==> config.mk <==
export PLATFORM = sky130hd
export DESIGN_NAME = branch_cmp_bht_flat
export DESIGN_NICKNAME = d
export VERILOG_FILES = /design/src/rtl/branch_cmp_bht_if.sv /design/src/rtl/branch_cmp_bht.sv /design/src/flat_wrapper.sv
export SDC_FILE = /design/constraint.sdc
export NUM_CORES = 1
export LEC_CHECK = 0
export CAP_MARGIN = 10
export CORE_MARGIN = 3
export CORE_UTILIZATION = 43
export CTS_BUF_LIST = sky130_fd_sc_hd__clkbuf_16
export DETAILED_ROUTE_END_ITERATION = 6
export PLACE_DENSITY = 0.73
export SETUP_SLACK_MARGIN = 0.2
export SKIP_LAST_GASP = 1
export SYNTH_ARGS = -nofsm -noshare
export SYNTH_HDL_FRONTEND = slang
export SYNTH_SLANG_ARGS = --single-unit
export TNS_END_PERCENT = 30
==> constraint.sdc <==
create_clock -name clk -period 3.4 [get_ports clk]
set_clock_uncertainty 0.05 [all_clocks]
set_input_delay 0.68 -clock clk [delete_from_list [all_inputs] [get_ports clk]]
set_output_delay 0.68 -clock clk [all_outputs]
set_load 0.05 [all_outputs]
==> src/rtl/branch_cmp_bht_if.sv <==
// Decode-stage branch unit bus: compare operands, branch qualifiers,
// prediction/outcome results and statistics.
interface branch_cmp_bht_if #(
   parameter int WIDTH     = 32,
   parameter int CNT_WIDTH = 16
);
   logic                 stall;
   logic                 is_branch;
   logic [31:0]          pc;
   logic [WIDTH-1:0]     cmp_a;
   logic [WIDTH-1:0]     cmp_b;
   logic [3:0]           cmp_op;
   logic                 b_jump;
   logic                 pred_taken;
   logic                 mispredict;
   logic [CNT_WIDTH-1:0] br_count;
   logic [CNT_WIDTH-1:0] mispred_count;

   // Decode pipeline side: drives the instruction, observes resolution
   modport master (
      output stall, is_branch, pc, cmp_a, cmp_b, cmp_op,
      input  b_jump, pred_taken, mispredict, br_count, mispred_count
   );

   // Branch unit side
   modport slave (
      input  stall, is_branch, pc, cmp_a, cmp_b, cmp_op,
      output b_jump, pred_taken, mispredict, br_count, mispred_count
   );
endinterface

==> src/rtl/branch_cmp_bht.sv <==
// Branch resolution in decode: combinational compare, direct-mapped table of
// 2-bit saturating counters for prediction, registered mispredict flag and
// saturating resolved/mispredicted branch counters.
module branch_cmp_bht #(
   parameter int WIDTH     = 32,
   parameter int IDX_BITS  = 4,
   parameter int CNT_WIDTH = 16
) (
   input logic                clk,
   input logic                reset,
   branch_cmp_bht_if.slave    bus
);
   localparam int DEPTH = 2 ** IDX_BITS;

   logic [1:0]           r_bht [DEPTH];
   logic                 r_mispredict;
   logic [CNT_WIDTH-1:0] r_br_count;
   logic [CNT_WIDTH-1:0] r_mispred_count;

   logic                 w_b_jump;
   logic [IDX_BITS-1:0]  w_idx;
   logic [1:0]           w_ctr;
   logic                 w_pred;
   logic                 w_resolve;
   logic                 w_mis;
   logic                 w_unused_pc;

   assign w_idx       = bus.pc[IDX_BITS+1:2];
   assign w_unused_pc = ^{bus.pc[31:IDX_BITS+2], bus.pc[1:0]};
   assign w_ctr       = r_bht[w_idx];
   assign w_pred      = w_ctr[1];
   assign w_resolve   = bus.is_branch && !bus.stall;
   assign w_mis       = w_resolve && (w_pred != w_b_jump);

   // Branch outcome per compare op; zero-compares look only at cmp_a
   always_comb begin
      w_b_jump = 1'b0;
      case (bus.cmp_op)
         4'd1:    w_b_jump = (bus.cmp_a == bus.cmp_b);
         4'd2:    w_b_jump = (bus.cmp_a != bus.cmp_b);
         4'd3:    w_b_jump = bus.cmp_a[WIDTH-1] || (bus.cmp_a == '0);
         4'd4:    w_b_jump = !bus.cmp_a[WIDTH-1] && (bus.cmp_a != '0);
         4'd5:    w_b_jump = bus.cmp_a[WIDTH-1];
         4'd6:    w_b_jump = !bus.cmp_a[WIDTH-1];
         4'd7:    w_b_jump = ($signed(bus.cmp_a) <  $signed(bus.cmp_b));
         4'd8:    w_b_jump = (bus.cmp_a <  bus.cmp_b);
         4'd9:    w_b_jump = ($signed(bus.cmp_a) >= $signed(bus.cmp_b));
         4'd10:   w_b_jump = (bus.cmp_a >= bus.cmp_b);
         default: w_b_jump = 1'b0;
      endcase
   end

   // History table: reset to weakly not-taken, train only the indexed entry
   always_ff @(posedge clk) begin
      if (reset) begin
         for (int i = 0; i < DEPTH; i++) r_bht[i] <= 2'b01;
      end else if (w_resolve) begin
         if (w_b_jump) begin
            if (w_ctr != 2'b11) r_bht[w_idx] <= w_ctr + 2'b01;
         end else begin
            if (w_ctr != 2'b00) r_bht[w_idx] <= w_ctr - 2'b01;
         end
      end
   end

   // Mispredict flag is a one-cycle pulse; stalled branches never raise it
   always_ff @(posedge clk) begin
      if (reset) r_mispredict <= 1'b0;
      else       r_mispredict <= w_mis;
   end

   // Statistics counters hold at all-ones instead of wrapping
   always_ff @(posedge clk) begin
      if (reset) begin
         r_br_count      <= '0;
         r_mispred_count <= '0;
      end else begin
         if (w_resolve && (r_br_count != '1))
            r_br_count <= r_br_count + 1'b1;
         if (w_mis && (r_mispred_count != '1))
            r_mispred_count <= r_mispred_count + 1'b1;
      end
   end

   assign bus.b_jump        = w_b_jump;
   assign bus.pred_taken    = w_pred;
   assign bus.mispredict    = r_mispredict;
   assign bus.br_count      = r_br_count;
   assign bus.mispred_count = r_mispred_count;
endmodule

==> src/flat_wrapper.sv <==
// flat-port wrapper written by rule: the top's interface ports become plain ports
module branch_cmp_bht_flat 
#(
   parameter int WIDTH     = 32,
   parameter int IDX_BITS  = 4,
   parameter int CNT_WIDTH = 16
)
  (clk, reset, bus_stall, bus_is_branch, bus_pc, bus_cmp_a, bus_cmp_b, bus_cmp_op, bus_b_jump, bus_pred_taken, bus_mispredict, bus_br_count, bus_mispred_count);
  branch_cmp_bht_if #(.WIDTH(WIDTH), .CNT_WIDTH(CNT_WIDTH)) bus_i ();
  input logic clk;
  input logic reset;
  input wire logic [$bits(bus_i.stall)-1:0] bus_stall;
  input wire logic [$bits(bus_i.is_branch)-1:0] bus_is_branch;
  input wire logic [$bits(bus_i.pc)-1:0] bus_pc;
  input wire logic [$bits(bus_i.cmp_a)-1:0] bus_cmp_a;
  input wire logic [$bits(bus_i.cmp_b)-1:0] bus_cmp_b;
  input wire logic [$bits(bus_i.cmp_op)-1:0] bus_cmp_op;
  output wire logic [$bits(bus_i.b_jump)-1:0] bus_b_jump;
  output wire logic [$bits(bus_i.pred_taken)-1:0] bus_pred_taken;
  output wire logic [$bits(bus_i.mispredict)-1:0] bus_mispredict;
  output wire logic [$bits(bus_i.br_count)-1:0] bus_br_count;
  output wire logic [$bits(bus_i.mispred_count)-1:0] bus_mispred_count;
  assign bus_i.stall = bus_stall;
  assign bus_i.is_branch = bus_is_branch;
  assign bus_i.pc = bus_pc;
  assign bus_i.cmp_a = bus_cmp_a;
  assign bus_i.cmp_b = bus_cmp_b;
  assign bus_i.cmp_op = bus_cmp_op;
  assign bus_b_jump = bus_i.b_jump;
  assign bus_pred_taken = bus_i.pred_taken;
  assign bus_mispredict = bus_i.mispredict;
  assign bus_br_count = bus_i.br_count;
  assign bus_mispred_count = bus_i.mispred_count;
  branch_cmp_bht #(.WIDTH(WIDTH), .IDX_BITS(IDX_BITS), .CNT_WIDTH(CNT_WIDTH)) u_core (.clk(clk), .reset(reset), .bus(bus_i));
endmodule
Yosys cells after proc, flatten, opt, wreduce, memory -nomap -nowiden
Memories as Yosys holds them, arrays and structs flattened.
Cells that the tools add are included.
W data, S select, Z words.
- $add $sub $neg: 4
- $lt $le $gt $ge: 4
- equality and inequality tests: 16
- mux-type cells: 17
- bitwise logic cells: 1
- reduce and logical (&&, ||, !) cells: 12
- operator list (cell ; count):
    $ge A32 B32 Y1 ; 2
    $lt A32 B32 Y1 ; 2
    $add A16 B1 Y16 const B ; 2
    $eq A32 B32 Y1 ; 1
    $logic_not A32 Y1 ; 1
    $ne A16 B16 Y1 const B ; 2
    $ne A32 B32 Y1 ; 1
    $reduce_bool A32 Y1 ; 1
    $eq A4 B3 Y1 const B ; 4
    $mux W1 ; 13
    $eq A4 B4 Y1 const B ; 3
    $pmux W1 S10 ; 1
    $eq A4 B2 Y1 const B ; 2
    $logic_and A1 B1 Y1 ; 5
    $eq A4 B1 Y1 const B ; 1
    $mux W2 ; 2
    $mux W4 ; 1
    $add A2 B1 Y2 const B ; 1
    $logic_not A1 Y1 ; 2
    $ne A2 B2 Y1 const B ; 1
    $reduce_bool A2 Y1 ; 1
    $reduce_or A2 Y1 ; 1
    $sub A2 B1 Y2 const B ; 1
    $logic_or A1 B1 Y1 ; 1
    2 further kinds ; 2
- bits in registers: 33
- RAM bits: 32
- bits of input ports: 104
- output and inout port bits: 35
- logic and storage cells: 58
- memories: 1
- memories (name ; depth ; width ; read ports ; clocked after Yosys merged registers in ; write ports ; RTL line ; text):
    u_core.r_bht ; 16 ; 2 ; 1 ; 0 ; 16 ; branch_cmp_bht.sv:15 ; logic [1:0] r_bht [DEPTH];

Depth between registers and ports, before layout
Gate-level depths: netlist of run 1.
- depth in word-level cells: 10
- gate-level depth with buffers: 13
- gate-level depth less buffers: 11

Least setup slack after synthesis of run 1
Ideal clock, no wire load.
- path kind: input to register
- start point: input bus_cmp_b[31]
- end point: memory u_core.r_bht[10][0] (enable)
- setup time: 0.327 ns
- arrival time: 3.166 ns
- required time: 3.023 ns
- path slack: -0.143 ns
- stages: 11
- buffers on the path: 0
- cell sequence: inv_1 > ha_1 > nand4_2 > nor4_2 > nand3_1 > mux2i_1 > a31oi_1 > nand4_2 > nor2_1 > mux2_2 > o21ai_0
- RTL lines (element ; RTL line ; text):
    from (decl) ; flat_wrapper.sv:16 ; input wire logic [$bits(bus_i.cmp_b)-1:0] bus_cmp_b;
    to (decl) ; branch_cmp_bht.sv:15 ;

Final worst setup path of run 1
- start point: input bus_cmp_a[4]
- end point: output bus_b_jump
- word-level cells in the longest chain between the ends: 3
- elaborated cells on any way between the ends: 11
- classes of those cells: 4 x order compare; 2 x eq/ne; 1 x mux; 4 x reduce/logical
- RTL lines (element ; RTL line ; text):
    from (decl) ; flat_wrapper.sv:15 ; input wire logic [$bits(bus_i.cmp_a)-1:0] bus_cmp_a;
    branches (longest 2 deep; another with $ge A32 B32 Y1) ; n/a ;
    $pmux W1 S10 (*) ; branch_cmp_bht.sv:38 ; case (bus.cmp_op)
    to (decl) ; flat_wrapper.sv:18 ; output wire logic [$bits(bus_i.b_jump)-1:0] bus_b_jump;
Mark *: on every way between the ends.

==> results by group, run 1 <==
Setup path
  – Critical path launch point type: input pin
  – Worst-path fanout max: 2
  – Worst stage delay on the critical path: 320 ps
  – CP arrival: 2770 ps
  – CP Class: input pin to primary output
  – Reg-to-Reg End: u_core.r_bht[10][1]$_SDFFCE_PN0P_
  – Slowest CP cell: a221o_1
  – Crit-path cells: clkdlybuf4s15_2 -> ha_1 -> nand4_1 -> buf_4 -> buf_4 -> nor2_1 -> a221o_1 -> nor3_2 -> o22ai_1 -> and2_4 -> nor2_4 -> clkinvlp_4 -> buf_8
  – FF-to-FF Start: u_core.r_bht[13][1]$_SDFFCE_PN0P_
  – Family with the most delay on the worst path: buffers and inverters
  – Req. time, crit path: 2670 ps
  – Crit end category: primary output
  – Buffers plus inverters on the worst setup path: 5
  – CP Depth: 13
  – Crit-path most repeated cell: buf_4
  – Crit. Startpoint: bus_cmp_a[4]
  – FF-to-FF path depth: 6
  – Reg2Reg Setup Slack: 680 ps

Clock network
  – Sink Count: 65
  – CTS Buffer Depth: 2
  – CTS tree: done
  – Reg clk slew, reported paths: 60 ps
  – Num CTS Buffers: 9
  – Root buffer cell: clkbuf_16
  – Htree depth: 3
  – Clock latency on the worst-skew pair: 320 ps

Timing
  – Final setup TNS: -770 ps
  – Slew @ Worst Pin: 524 ps
  – Final min period: 3500 ps
  – Worst hold slack: 464 ps
  – Max-slew violations: 0
  – RSZ-0062 raised after global routing: true
  – Final setup viols: 25
  – Max Fclk: 286 MHz
  – Final hold violations: 0
  – Rel. slew slack: 64.6%
  – Period utilisation layout: 103%
  – Final setup margin: -97.5 ps

Layout
  – N_diodes: 0
  – Share of cells above drive strength 1: 37.7%
  – Most frequent cells in the layout: nor2_1, buf_4, nand2_1, clkdlybuf4s50_1, dfxtp_1
  – Final net count: 802
  – Most common cell after layout, fill and taps aside: nor2_1
  – Fillers: 739
  – Final Non-Filler Cells: 802
  – Fin util: 69.4%
  – Synthesis-to-finish area growth: 53.0%

Worst hold path
  – Min-delay worst type: flop to flop
  – Hold Path Sink: u_core.bus.mispred_count[1]$_SDFFE_PP0P_
  – Hold Crit Start: u_core.bus.mispred_count[1]$_SDFFE_PP0P_
  – Hold depth: 2

Placed design
  – Detail Placement HPWL: 9080 microns
  – PortBufs: 110
  – RD Place Congestion: 0.841
  – Placed Cells: 761

Flow run
  – Max Cap Violations: 0

Yosys
  – Synthesized net count: 643
  – Synth warnings: 0
  – Ys flop type: dfxtp_1
  – Synth Register Bits: 65
  – Fraction of registers with async set or reset after synthesis: 0%
  – Register area share after synthesis: 35.8%
  – Post-synth EDFFs: 32
  – Cells after Synth: 505
  – Number of library cell types mapped by synthesis: 60
  – Avg Cell Area, Syn: 8.98 sq um
  – Mapped cell area: 4530 sq um

Floorplanning
  – Top-level I/O count: 139
  – DIE HEIGHT: 109 microns
  – DIE AREA: 11,800 sq um
  – Rows: 36
  – Core ar.: 10000 sq um
  – Die extent in x: 109 microns
  – Initial Util: 45.3%

Global routing
  – First-pass GRT wire length: 21,700 microns
  – Largest net degree at the start of global routing: 47
  – Total GRT Usage: 23.0%
  – Grt ovf: 0
  – Vias in the first global route: 4,650
  – Initial antenna violation count: 0

Detailed routing
  – Antenna viol nets, final: 0
  – 1st-iter DRT viols: 309
  – Vias per inst: 5.62
  – Routed wire length: 13,700 microns
  – Vias: 4,508
  – Drt wl/cell: 17.1 microns
  – Drt pass-1 iters: 5
  – # DRC: 0

Run status
  – Failing checks: negative setup slack
  – Status: finished, violations left

Pwr
  – Leak: 0.00262 uW
  – VDD IR max: 0.297 mV
  – Pwr dens: 341 nW/um^2
-- layer usage --
| layer | vias up | track usage (%) | part of all wire [%] |
|---|---|---|---|
| met2 | 186 | 41.0 | 51 |
| li1 | 2163 | - | - |
| met1 | 2126 | 27.2 | 40 |
| met4 | 0 | 8.57 | 2.2 |
| met3 | 33 | 4.56 | 7.0 |
| met5 | - | 0 | 0 |
-- registers in the layout, indices dropped and copies added (netlist names) --
signal,flops
u_core.bus.mispred_count,16
u_core.bus.mispredict,1
u_core.r_bht,32
u_core.bus.br_count,16
-- how the worst max path moves through the flow --
stage and to:
3_3_place_gp u_core.bus.mispred_count[13]$_SDFFE_PP0P_, 6_report bus_b_jump, 5_1_grt bus_b_jump, 3_5_place_dp u_core.bus.mispred_count[13]$_SDFFE_PP0P_, 4_1_cts bus_b_jump, 2_1_floorplan bus_b_jump
-- kinds of logic after synthesis --
kind of cell	share of synthesized area (%)
fa+ha+maj	9.38
mux	9.49
simple gates	26.9
xor+xnor	2.70
compound gates	9.82
flops	35.8
buf+inv	5.93
-- timing repair --
item,in CTS,in global routing
resized for setup,329,41
pin swaps,65,23
endpoints found under the setup margin,83,83
buffers inserted,18,3
hold buffers,0,0
hold endpoints to repair,0,0
gates cloned,4,0
-- worst register-to-register path: stages (launching register included) --
cell and delay [ps]:
edfxtp_1 380, mux4_2 480, mux4_2 500, buf_4 190, and2_2 210, mux2_4 360
o21ai_1 230
-- per-stage QoR --
stage / power [uW] / setup slack [ps] / instance area, sq um
floorplan: 1110 / 100 / 4640
global placement: 1300 / -596 / 6080
detailed placement: 1310 / -638 / 6080
CTS: 2330 / 17.8 / 6780
global route: 2450 / -211 / 6940
finish: 2360 / -97.5 / 6940
-- synth_stat cells, types with 2 or more instances --
library cell   n  area (sq um)
inv_1         40           150
nor2_1        57           214
ha_1          34           425
o22ai_1        2          12.5
nor4_1        10          62.6
and2_1         4          25.0
nand3_1       23           115
nor2b_1       18           113
xor2_1        11          96.3
o31ai_1        3          22.5
a21o_1         8          60.1
a31oi_1        2          12.5
o21a_1         2          15.0
nor3_1        20           100
and2_2         2          15.0
nand2_1       45           169
or4_1          3          22.5
xnor2_1        3          26.3
mux4_1         6           158
nand2b_1       7          43.8
buf_2          2          10.0
o21ai_0       17          85.1
mux2_2         9           101
or3_1          7          43.8
o31a_1         2          17.5
mux4_2         4          90.1
nand4_1       21           131
dfxtp_1       33           661
nand4_2        2          25.0
mux2i_1        7          70.1
clkbuf_1      13          48.8
edfxtp_1      32           961
and3_1         3          18.8
buf_6          5          56.3
or2_2          2          12.5
a21oi_1       20           100
nand3b_1       3          22.5
-- power by group --
part | switching, uW | internal [uW]
Sequential | 6.09 | 832
Combinational | 294 | 280
Clock | 339 | 613
Total | 639 | 1730
-- cell type report --
type,count,area [sq um],share of cell area (%)
multi-input combinational,383,3240,46.7
tap,133,166,2.40
clock inverter,6,63.8,0.920
inverter,40,164,2.36
clock buffer,10,250,3.61
timing repair buffer,165,1430,20.6
sequential,65,1620,23.4
(Power assumes the default switching activity.)
==> run 2, diff against run 1 <==
- REMOVE_ABC_BUFFERS: not set -> 1
==> results by group, run 2 (synthesis gave the netlist of run 1 again) <==
Run status
  – Status: finished, violations left
  – Failing checks: negative setup slack

Setup path
  – Crit. Startpoint: bus_cmp_b[25]
  – Reg-to-Reg End: u_core.r_bht[9][1]$_SDFFCE_PN0P_
  – CP endpoint: u_core.bus.mispred_count[5]$_SDFFE_PP0P_
  – Reg2Reg Setup Slack: 750 ps (+70 ps)
  – Worst-path fanout max: 5 (+3)
  – Req. time, crit path: 3550 ps (+880 ps)
  – CP Class: input pin to flop
  – CP arrival: 3550 ps (+780 ps)
  – Critical path launch point type: input pin
  – Crit end category: flop
  – FF-to-FF Start: u_core.r_bht[9][0]$_SDFFCE_PN1P_
  – FF-to-FF path depth: 7 (+1)

Pwr
  – Leak: 0.00260 uW (-0.67%)
  – Cell-internal power: 1720 uW (-0.30%)
  – Switching portion of total power: 27.5% (+0.45 points)
  – VDD IR max: 0.269 mV (-9.3%)
  – Total net switching power: 652 uW (+2.0%)
  – Comb power frac: 24.2% (about the same)
  – Clock share of power: 40.5% (+0.2 points)
  – Tot Pwr: 2370 uW (+0.32%)
  – Pwr dens: 341 nW/um^2 (about the same)
  – Sequential share of power: 35.4% (about the same)

Layout
  – Final net count: 800 (-0.25%)
  – N_diodes: 0 (unchanged)
  – Most common cell after layout, fill and taps aside: nor2_1
  – Fillers: 726 (-1.8%)
  – Share of cells above drive strength 1: 38.2% (+0.56 points)
  – Largest Register: u_core.r_bht
  – Max reg flops: 32 (unchanged)
  – Most frequent cells in the layout: nor2_1, buf_4, nand2_1, clkdlybuf4s50_1, buf_2
  – Synthesis-to-finish area growth: 53.4%

Timing
  – Final min period: 3400 ps (-96.5 ps)
  – Rel. slew slack: 64.4% (-0.23 points)
  – Max Fclk: 294 MHz (+2.8%)
  – Max-slew violations: 0 (unchanged)
  – Period utilisation layout: 100% (-2.8 points)
  – Final setup margin: -0.965 ps (+96.5 ps)
  – Slew @ Worst Pin: 527 ps (+3.48 ps)
  – Final setup viols: 1 (-96%)
  – RSZ-0062 raised after global routing: true
  – Final hold violations: 0 (unchanged)
  – Worst hold slack: 467 ps (+2.90 ps)

Clock network
  – CTS Buffer Depth: 2 (unchanged)
  – Num CTS Buffers: 9 (unchanged)
  – CTS tree: done
  – Htree depth: 3 (unchanged)
  – Sink Count: 65 (unchanged)
  – Root buffer cell: clkbuf_16
  – Clock latency on the worst-skew pair: 330 ps (about the same)
  – Reg clk slew, reported paths: 50 ps (about the same)

Floorplanning
  – Core ar.: 10000 sq um (unchanged)
  – DIE HEIGHT: 109 microns (unchanged)
  – Die extent in x: 109 microns (unchanged)
  – Top-level I/O count: 139 (unchanged)
  – Rows: 36 (unchanged)
  – Initial Util: 45.3% (unchanged)
  – DIE AREA: 11,800 sq um (unchanged)

Placed design
  – PortBufs: 110 (unchanged)
  – Detail Placement HPWL: 9030 microns (-0.55%)
  – RD Place Congestion: 0.810 (-3.7%)

Global routing
  – Met1 layer usage reported by global route: 26.8% (-0.40 points)
  – Largest net degree at the start of global routing: 38 (-19%)
  – GR peak layer: met2
  – Initial antenna violation count: 0 (unchanged)
  – Grt ovf: 0 (unchanged)
  – GRT met2 Usage: 39.3% (-1.8 points)
  – GRT met3 Usage: 4.26% (-0.30 points)
  – Total GRT Usage: 22.3% (-0.62 points)
  – First-pass GRT wire length: 21,000 microns (-2.8%)
  – Vias in the first global route: 4,416 (-5.0%)

Worst hold path
  – Min-delay worst type: flop to flop

Flow run
  – Max Cap Violations: 0 (unchanged)

Detailed routing
  – Drt pass-1 iters: 5 (unchanged)
  – # DRC: 0 (unchanged)
  – Vias per inst: 5.64 (+0.36%)
  – Drt wl/cell: 17.4 microns (+1.7%)
  – Routed wire length: 13,900 microns (+1.5%)
  – Vias: 4,513 (+0.11%)
  – 1st-iter DRT viols: 247 (-20%)
  – Antenna viol nets, final: 0 (unchanged)
## run 2: worst max-delay path: stages
cell	delay, ps
buf_6	70
inv_2	40
ha_4	260
nand4_1	130
buf_4	170
nor4_4	340
nand3_2	140
mux2i_2	180
a31oi_4	180
nand4_4	140
buf_4	160
buf_4	160
o21a_4	240
buf_4	140
o311ai_2	380
o31ai_4	120
## run 2: how the worst min path moves through the flow
stage / start / to / cells after the start
floorplan: u_core.bus.mispred_count[1]$_SDFFE_PP0P_ / u_core.bus.mispred_count[1]$_SDFFE_PP0P_ / 2
global placement: u_core.bus.br_count[6]$_SDFFE_PP0P_ / u_core.bus.br_count[6]$_SDFFE_PP0P_ / 2
detailed placement: u_core.bus.br_count[6]$_SDFFE_PP0P_ / u_core.bus.br_count[6]$_SDFFE_PP0P_ / 2
CTS: u_core.bus.br_count[6]$_SDFFE_PP0P_ / u_core.bus.br_count[6]$_SDFFE_PP0P_ / 2
global route: u_core.bus.br_count[6]$_SDFFE_PP0P_ / u_core.bus.br_count[6]$_SDFFE_PP0P_ / 2
finish: u_core.bus.br_count[6]$_SDFFE_PP0P_ / u_core.bus.br_count[6]$_SDFFE_PP0P_ / 2
## run 2: stage by stage
step	cell area, sq um	std cells	setup slack [ps]	setup TNS, ps	util [%]
finish	6950	800	-0.965	-0.965	69.5
global route	6950	800	-110	-3810	69.5
CTS	6740	794	56.3	0	67.4
detailed placement	5950	761	-735	-49650	59.5
global placement	5950	761	-531	-38420	59.5
floorplan	4420	484	-173	-6760	-
## run 2: power groups by stage
stage / Sequential (uW) / Clock (uW) / Combinational [uW]
finish: 839 / 959 / 574
detailed placement: 855 / 0 / 434
global placement: 855 / 0 / 421
CTS: 839 / 968 / 517
floorplan: 865 / 0 / 195
global route: 840 / 1000 / 615
## run 2: area by class of cell
| class | count | area [sq um] | area share (%) |
|---|---|---|---|
| clock buffers | 10 | 250 | 3.60 |
| clock inverters | 6 | 62.6 | 0.900 |
| inverters | 40 | 155 | 2.23 |
| multi-input cells | 382 | 3300 | 47.4 |
| flip-flops and latches | 65 | 1620 | 23.3 |
| well taps | 133 | 166 | 2.39 |
| repair buffers | 164 | 1400 | 20.2 |
## run 2: repair_timing
item,CTS,global route
buffers inserted,16,3
endpoints found under the setup margin,83,83
hold buffers,0,0
cloned,1,3
resized for setup,332,42
pin swaps,61,10
## run 2: layer usage
metal | wire length, microns | part of all wire [%]
met1 | 5510 | 39
met2 | 7190 | 52
met3 | 911 | 6.5
met4 | 338 | 2.4
met5 | 0 | 0
==> run 3, diff against run 2 <==
- CORE_UTILIZATION: 43 -> 50
- PLACE_DENSITY: 0.73 -> 0.81
- clock period: 3.4 -> 4.31 ns (I/O delays scaled with it)
==> results by group, run 3 (synthesis gave the netlist of run 1 again) <==
Layout
  – Most common cell after layout, fill and taps aside: clkdlybuf4s50_1
  – Fin util: 75.3% (+5.7 points)
  – Share of cells above drive strength 1: 19.0% (-19 points)
  – N_diodes: 0 (unchanged)
  – Largest Register: u_core.r_bht
  – Max reg flops: 32 (unchanged)
  – Final net count: 765 (-4.4%)
  – Synthesis-to-finish area growth: 45.5%
  – Most frequent cells in the layout: clkdlybuf4s50_1, nor2_1, nand2_1
  – Fillers: 563 (-22%)

Timing
  – Final min period: 4090 ps
  – Slew @ Worst Pin: 798 ps (+271 ps)
  – Final setup TNS: 0 ps (+0.965 ps)
  – RSZ-0062 raised after global routing: false
  – Final hold violations: 0 (unchanged)
  – Rel. slew slack: 46.6% (-18 points)
  – Period utilisation layout: 94.8%
  – Final setup viols: 0 (-1)
  – Final setup margin: 224 ps (+225 ps)
  – Max Fclk: 245 MHz
  – Max-slew violations: 0 (unchanged)

Setup path
  – Req. time, crit path: 3400 ps (-150 ps)
  – Worst-path fanout max: 2 (-3)
  – Crit. Startpoint: bus_cmp_a[5]
  – Crit-path cells: clkdlybuf4s50_1 -> ha_4 -> a21oi_2 -> o21ai_1 -> and2_1 -> o41a_1 -> or3_1 -> nand4_2 -> nor2_4 -> inv_2 -> buf_8
  – Crit end category: primary output
  – CP Class: input pin to primary output
  – Critical path launch point type: input pin
  – FF-to-FF Start: u_core.r_bht[15][1]$_SDFFCE_PN0P_
  – Slowest CP cell: clkdlybuf4s50_1
  – Family with the most delay on the worst path: buffers and inverters
  – CP arrival: 3170 ps (-380 ps)
  – Worst stage delay on the critical path: 540 ps (+160 ps)
  – Buffers plus inverters on the worst setup path: 3 (-3)

Detailed routing
  – 1st-iter DRT viols: 262 (+6.1%)
  – # DRC: 0 (unchanged)
  – Antenna viol nets, final: 0 (unchanged)
  – Vias per inst: 6.02 (+6.7%)
  – Drt pass-1 iters: 5 (unchanged)
  – Routed wire length: 13,700 microns (-1.5%)
  – Drt wl/cell: 18.6 microns (+6.4%)
  – Vias: 4,456 (-1.3%)

Floorplanning
  – Rows: 34 (-5.6%)
  – Top-level I/O count: 139 (unchanged)
  – Initial Util: 51.7% (+6.4 points)
  – Core ar.: 8760 sq um (-12%)
  – DIE HEIGHT: 101 microns (-6.9%)
  – DIE AREA: 10,200 sq um (-13%)
  – Die extent in x: 101 microns (-6.9%)

Clock network
  – Root buffer cell: clkbuf_16
  – CTS tree: done
  – CTS Buffer Depth: 2 (unchanged)
  – Sink Count: 65 (unchanged)
  – Reg clk slew, reported paths: 50 ps (about the same)
  – CTS Hold Bufs: 0 (unchanged)
  – Clock latency on the worst-skew pair: 320 ps (about the same)
  – Num CTS Buffers: 9 (unchanged)
  – Htree depth: 3 (unchanged)

Worst hold path
  – Min-delay worst type: flop to flop
  – Hold Crit Start: u_core.bus.br_count[6]$_SDFFE_PP0P_

Global routing
  – Initial antenna violation count: 0 (unchanged)
  – Total GRT Usage: 23.6% (+1.2 points)
  – Largest net degree at the start of global routing: 48 (+26%)
  – Grt ovf: 0 (unchanged)
  – First-pass GRT wire length: 19,500 microns (-7.4%)
  – Vias in the first global route: 4,229 (-4.2%)

Run status
  – Status: completed

Placed design
  – RD Place Congestion: 0.887 (+9.5%)
  – PortBufs: 110 (unchanged)
  – Pre-CTS setup slack: -23.6 ps (+712 ps)
  – Detail Placement HPWL: 8550 microns (-5.3%)

Pwr
  – Pwr dens: 264 nW/um^2 (-22%)
  – VDD IR max: 0.231 mV (-14%)
  – Leak: 0.00269 uW (+3.4%)

Flow run
  – Max Cap Violations: 0 (unchanged)
## run 3: cell count changes in the layout (fill, tap and decap cells not counted), moves of 6 or more
cell	previous run	this run
clkdlybuf4s50_1	43	66
buf_6	13	0
inv_2	28	21
clkdlybuf4s15_1	9	0
o21ai_2	9	0
buf_2	36	0
dlymetal6s2s_1	0	37
clkdlybuf4s15_2	6	0
inv_1	11	21
o21ai_0	5	12
buf_4	49	21
## run 3: final timing paths
path / cells past startpoint / endpoint / slack (ps)
hold / removal: 2 / u_core.bus.br_count[6]$_SDFFE_PP0P_ / 460
hold reg to reg: 2 / u_core.bus.br_count[6]$_SDFFE_PP0P_ / 460
setup reg to reg: 5 / u_core.r_bht[14][0]$_SDFFCE_PN1P_ / 1550
setup / recovery: 11 / bus_b_jump / 220
## run 3: per-layer routing
metal  GRT usage, %  wire length (microns)  share of wire [%]
met3           4.06                    942                6.9
met2           43.1                   7300                 53
met1           28.1                   5180                 38
met5              0                      0                  0
met4           7.16                    314                2.3
## run 3: worst min-delay path, stage by stage, from the launching register on
cell and delay (ps):
dfxtp_1 320, o21ai_0 80, a21oi_1 60
## run 3: through the flow
stage                     hold slack (ps)  std cells  area [sq um]  total power [uW]
after floorplan                       653        484          4420               836
after global placement                437        714          5760               988
after detailed placement              446        714          5760               998
after CTS                             460        735          6200              1690
after global routing                  503        740          6600              1810
final                                 458        740          6600              1740
## run 3: area by class of cell
class                           count  area, sq um  share of cell area [%]
Timing Repair Buffer              132         1380                    20.9
Multi-Input combinational cell    379         3030                    45.9
Sequential cell                    65         1620                    24.6
Inverter                           40          150                    2.28
Tap cell                          108          135                    2.05
Clock inverter                      6         31.3                   0.474
Clock buffer                       10          250                    3.79
## run 3: what timing repair did
item / CTS / global route
cloned: 0 / 0
pin swaps: 20 / 35
resized for setup: 22 / 85
buffers inserted: 5 / 5
endpoints found under the setup margin: 1 / 36
## run 3: power breakdown
group	switching [uW]	internal, uW	leakage (uW)
combinational	211	188	0.00200
clock	265	418	0.000145
sequential	5.42	657	0.000542
